`src/rtl/fifo_reader_pkg.sv`:
```
// fifo_reader_pkg: shared constants, types and the read-credit helper for
// the fifo_reader drain engine.
package fifo_reader_pkg;

    // Number of words the skid buffer can hold.
    localparam int SKID_DEPTH = 2;

    // Skid buffer occupancy, 0..SKID_DEPTH.
    typedef logic [1:0] occ_t;

    // A new read may be issued only if every word already committed to the
    // buffer (held words plus the one still in flight from the FIFO), minus
    // the word leaving this cycle, leaves room for one more.
    function automatic logic read_credit_ok(input occ_t occ,
                                            input logic inflight,
                                            input logic pop);
        logic [2:0] committed;
        committed = {1'b0, occ} + {2'b00, inflight};
        return committed < (3'(SKID_DEPTH) + {2'b00, pop});
    endfunction

endpackage

```
`src/rtl/fifo_reader_skid.sv`:
```
// fifo_reader_skid: two-entry skid buffer (head/tail slots) that absorbs the
// one-cycle read latency of the FIFO. The head slot drives the output stream
// and keeps its last value once the buffer drains.
module fifo_reader_skid
    import fifo_reader_pkg::*;
#(
    parameter int Data_Width = 16
) (
    input  logic                  clk,
    input  logic                  reset,
    input  logic                  push_i,
    input  logic [Data_Width-1:0] push_data_i,
    input  logic                  pop_i,
    output logic [1:0]            occ_o,
    output logic [Data_Width-1:0] head_o
);

    occ_t                  occ_q, occ_d;
    logic [Data_Width-1:0] head_q, head_d;
    logic [Data_Width-1:0] tail_q, tail_d;

    logic                  pop_eff;
    occ_t                  occ_after_pop;
    logic [2:0]            occ_sum;

    // Apply pop first, then place the captured word into whichever slot is
    // next free after that pop.
    always_comb begin
        head_d        = head_q;
        tail_d        = tail_q;
        pop_eff       = pop_i && (occ_q != 2'd0);
        occ_after_pop = occ_q - {1'b0, pop_eff};

        // Only a full buffer has a tail word to promote; with one word the
        // head keeps the delivered value.
        if (pop_eff && (occ_q == 2'd2)) begin
            head_d = tail_q;
        end

        if (push_i) begin
            if (occ_after_pop == 2'd0) begin
                head_d = push_data_i;
            end else begin
                tail_d = push_data_i;
            end
        end

        occ_sum = {1'b0, occ_after_pop} + {2'b00, push_i};
        occ_d   = occ_sum[1:0];
    end

    // Buffer state register; reset empties the buffer and clears both slots.
    always_ff @(posedge clk) begin
        if (reset) begin
            occ_q  <= 2'd0;
            head_q <= '0;
            tail_q <= '0;
        end else begin
            occ_q  <= occ_d;
            head_q <= head_d;
            tail_q <= tail_d;
        end
    end

    // Overflow past the two slots means the read credit logic is broken.
    always_ff @(posedge clk) begin
        if (!reset) begin
            assert (occ_sum <= 3'(SKID_DEPTH))
                else $error("fifo_reader_skid: occupancy overflow");
        end
    end

    assign occ_o  = occ_q;
    assign head_o = head_q;

endmodule

```
`src/rtl/fifo_reader.sv`:
```
// fifo_reader: read-side drain engine for the synchronous FIFO. Issues read
// strobes while the FIFO is non-empty and buffer credit remains, captures
// each word one cycle after its strobe and presents the words in order on a
// valid/ready stream.
// Optional feature: define FIFO_READER_CNT_EN to add the rd_count_o
// delivered-word counter (Count_Width bits, wrapping).
module fifo_reader
    import fifo_reader_pkg::*;
#(
    parameter int Data_Width  = 16
`ifdef FIFO_READER_CNT_EN
   ,parameter int Count_Width = 8
`endif
) (
    input  logic                   clk,
    input  logic                   reset,
    input  logic                   fifo_empty_i,
    output logic                   fifo_r_o,
    input  logic [Data_Width-1:0]  fifo_data_i,
    output logic                   valid_o,
    input  logic                   ready_i,
    output logic [Data_Width-1:0]  data_out
`ifdef FIFO_READER_CNT_EN
   ,output logic [Count_Width-1:0] rd_count_o
`endif
);

    logic [1:0] occ;
    logic       pop;
    logic       fifo_r;
    logic       inflight_q, inflight_d;

    assign valid_o = (occ != 2'd0);
    assign pop     = valid_o && ready_i;

    // Read strobe: never into an empty FIFO, never during reset, and only
    // while the buffer still has room for the word it would return.
    always_comb begin
        fifo_r     = !reset && !fifo_empty_i && read_credit_ok(occ, inflight_q, pop);
        inflight_d = fifo_r;
    end

    assign fifo_r_o = fifo_r;

    // Tracks the word the FIFO returns on the cycle after a strobe.
    always_ff @(posedge clk) begin
        if (reset) begin
            inflight_q <= 1'b0;
        end else begin
            inflight_q <= inflight_d;
        end
    end

    fifo_reader_skid #(
        .Data_Width (Data_Width)
    ) u_skid (
        .clk         (clk),
        .reset       (reset),
        .push_i      (inflight_q),
        .push_data_i (fifo_data_i),
        .pop_i       (pop),
        .occ_o       (occ),
        .head_o      (data_out)
    );

`ifdef FIFO_READER_CNT_EN
    logic [Count_Width-1:0] cnt_q, cnt_d;

    // Delivered-word count, wrapping naturally at 2^Count_Width.
    always_comb begin
        cnt_d = cnt_q + {{(Count_Width-1){1'b0}}, pop};
    end

    // Counter register, cleared by reset.
    always_ff @(posedge clk) begin
        if (reset) begin
            cnt_q <= '0;
        end else begin
            cnt_q <= cnt_d;
        end
    end

    assign rd_count_o = cnt_q;
`endif

endmodule

```
`config.mk`:
```
export PLATFORM = sky130hd
export DESIGN_NAME = fifo_reader
export DESIGN_NICKNAME = d
export VERILOG_FILES = /design/src/rtl/fifo_reader_pkg.sv /design/src/rtl/fifo_reader_skid.sv /design/src/rtl/fifo_reader.sv
export SDC_FILE = /design/constraint.sdc
export NUM_CORES = 1
export LEC_CHECK = 0
export ABC_AREA = 0
export CORE_MARGIN = 2
export CORE_UTILIZATION = 52
export CTS_BUF_LIST = sky130_fd_sc_hd__clkbuf_16
export DETAILED_ROUTE_END_ITERATION = 16
export GPL_TIMING_DRIVEN = 0
export PLACE_DENSITY = 0.8
export SLEW_MARGIN = 20
export SYNTH_ARGS = -nofsm -noshare
export SYNTH_HDL_FRONTEND = slang
export SYNTH_HIERARCHICAL = 1
export SYNTH_SLANG_ARGS = --single-unit
```
`constraint.sdc`:
```
create_clock -name clk -period 4.5 [get_ports clk]
set_input_delay 0.45 -clock clk [delete_from_list [all_inputs] [get_ports clk]]
set_output_delay 0.45 -clock clk [all_outputs]
set_load 0.1 [all_outputs]
```
==> out/qor.yml <==
run_status:
  status: "finished, final reports clean"
synthesis:
  synth_seq_area_share_pct: 45.9
  syn_avg_cell_area_sq_um: 8.20
  synth_area_leader_cell: "dfxtp_1"
  yosysWarnings: 6
  synth_cells: 186
  yosysTopAreaCellShare_pct: 45.9
  synth_area_leaders: "dfxtp_1 46%, a311oi_1 9.2%, nand2_1 7.9%"
  ys_ff_latch: 35
  synth_area_sq_mm: 0.00153
  synth_nets: 210
  ys_types: 27
clock_tree:
  h-tree-depth: 2
  clock_path_buffers: 2
  cts-root-buf: "clkbuf_16"
  postCtsSetupBuffers: 0
  cts_made_buffers: 5
  cts_sinks: 35
  cts-hold-fix-buffers: 0
  insertion_delay_ps: 270
  cts_tree: "done"
  ctsResizeCount: 0
  path_clk_slew_ps: 50
pwr:
  ir_drop_uv: 523
  power.switching_mw: 0.408
  internal_power_mw: 0.640
  clockPowerShare_pct: 30.8
  p_sw_share_pct: 38.9
  seqPwrFrac_pct: 34.5
  total_power_mw: 1.05
  leakage_nw: 0.748
  power_density_mw_per_mm2: 503
  combinationalPowerShare_pct: 34.6
timing:
  hold_ws_ps: 475
  slew_headroom_pct: 33.3
  finalHoldViolCount: 0
  fmax_ghz: 0.317
  rsz0062_at_grt: "no"
  skew_ps: 3.49
  tns_ps: 0
  tightestPinTransition_ps: 997
  min_period_ps: 3160
  setup_viol: 0
  slew_violations: 0
  fin_crit_sh_pct: 70.2
cells_and_area:
  fin_nets: 254
  layout_commonest_cell: "clkdlybuf4s50_1"
  num_antenna_cells: 0
  nFillCells: 193
  layout_common_cells: "37 x clkdlybuf4s50_1, 35 x dfxtp_1, 32 x nand2_1"
  drive_gt1_share_pct: 8.23
  area_growth_pct: 36.4
  layoutNonFillerInstCount: 262
setup_path:
  cp-end-kind: "primary output"
  worst_ep_arrival_time_ps: 2710
  start_kind: "register"
  cp_max_fo: 7
  crit_required_ps: 4050
  path_class: "reg2out"
  reg2reg_depth: 7
grt:
  overflow: 0
  globalRouteTotalUtil_pct: 25.0
  grt_pass1_vias: 1439
  antenna_found_initial: 0
  grt_max_degree: 12
  grt_pass1_wl_microns: 6420
die:
  fp.dieArea_sq_mm: 0.00338
  start_util_pct: 54.8
  die_h_microns: 58.2
  die_w_microns: 58.2
  core_area_sq_mm: 0.00278
  ios: 38
  rows: 19
route:
  drcViolationCount: 0
  drt_pass1_iterations: 5
  vias_per_cell: 5.88
  wl_per_cell_microns: 15.3
  drt_iter0_drc: 84
  ant_nets: 0
  drt_wl_total_microns: 4010
  dr_total_vias: 1540
placed_design:
  dp.cells: 254
  gp_congestion: 0.762
  portBuffers: 37
  dp.final_hpwl_microns: 2800
worst_hold_path:
  hp-class: "reg2reg"
  whs_path_depth: 2
job:
  drv_cap: 0
metrics by stage:
step	setup slack, ps	util (%)	instance area, sq um
2_1_floorplan	1270	-	1530
3_3_place_gp	1370	69.7	1940
3_5_place_dp	1350	69.7	1940
4_1_cts	1330	74.8	2080
5_1_grt	1290	74.8	2080
6_report	1340	74.8	2080
layer usage:
layer / GRT usage, % / share of wire, % / wire, microns / vias up
li1: - / - / - / 749
met1: 30.5 / 43 / 1720 / 720
met2: 43.0 / 49 / 1970 / 63
met3: 5.13 / 6.6 / 264 / 8
met4: 9.97 / 1.4 / 56 / 0
met5: 0 / 0 / 0 / -
worst max-delay path, stage by stage (launching register included):
cell and delay [ps]:
dfxtp_1 440, ha_1 270, nand2b_2 200, a2111oi_2 340, clkdlybuf4s50_1 1180
state kept, by name, summed over array words and instances, names as in the netlist:
signal,cells
u_skid/occ_o,2
inflight_q,1
u_skid/tail_q,16
u_skid/head_o,16
synth_stat cells:
| cell type | instances |
|---|---|
| or2_1 | 1 |
| ha_1 | 4 |
| and3b_1 | 1 |
| nand2b_2 | 1 |
| and2b_1 | 1 |
| nor2_1 | 17 |
| o21a_1 | 1 |
| dfxtp_1 | 35 |
| xor2_1 | 1 |
| nand2_1 | 32 |
| nand2b_1 | 1 |
| nor3_1 | 1 |
| o21a_2 | 1 |
| and2_1 | 1 |
| o21ai_0 | 16 |
| a2111oi_2 | 1 |
| clkbuf_1 | 8 |
| a21oi_1 | 16 |
| nand3b_1 | 2 |
| buf_2 | 6 |
| nor2b_1 | 1 |
| nand3_1 | 16 |
| buf_4 | 1 |
| inv_1 | 3 |
| a2111oi_1 | 1 |
| buf_6 | 1 |
| a311oi_1 | 16 |
power groups by stage:
stage          clock [mW]  combinational [mW]  sequential (mW)
6_report            0.323               0.363            0.362
5_1_grt             0.337               0.381            0.365
4_1_cts             0.327               0.361            0.362
3_3_place_gp            0               0.354            0.365
2_1_floorplan           0               0.127            0.504
3_5_place_dp            0               0.359            0.368
logic make-up (layout without fill, tap and decap cells):
family | Yosys count | after routing | share of synthesized area, %
XOR/XNOR | 1 | 1 | 0.574
AO/OA/AOI/OAI | 52 | 52 | 22.4
AND/OR/NAND/NOR | 75 | 75 | 21.9
adder cells (fa/ha/maj) | 4 | 4 | 3.28
buffers and inverters | 19 | 64 | 5.91
flip-flops | 35 | 35 | 45.9
final timing paths:
kind,slack [ps],start,end
setup reg to reg,2320,u_skid/occ_o[1],u_skid/tail_q[5]
setup / recovery,1340,u_skid/occ_o[0],fifo_r_o
hold / removal,480,u_skid/tail_q[2],u_skid/tail_q[2]
hold reg to reg,480,u_skid/tail_q[2],u_skid/tail_q[2]
area by class of cell:
class | count | area [sq um] | area share (%)
Inverter | 3 | 11.3 | 0.541
Tap cell | 31 | 38.8 | 1.86
Sequential cell | 35 | 701 | 33.7
Clock inverter | 3 | 16.3 | 0.782
Buffer | 16 | 78.8 | 3.79
Timing Repair Buffer | 37 | 370 | 17.8
Multi-Input combinational cell | 132 | 739 | 35.5
Clock buffer | 5 | 125 | 6.01
Power figures use the tool's default switching activity.
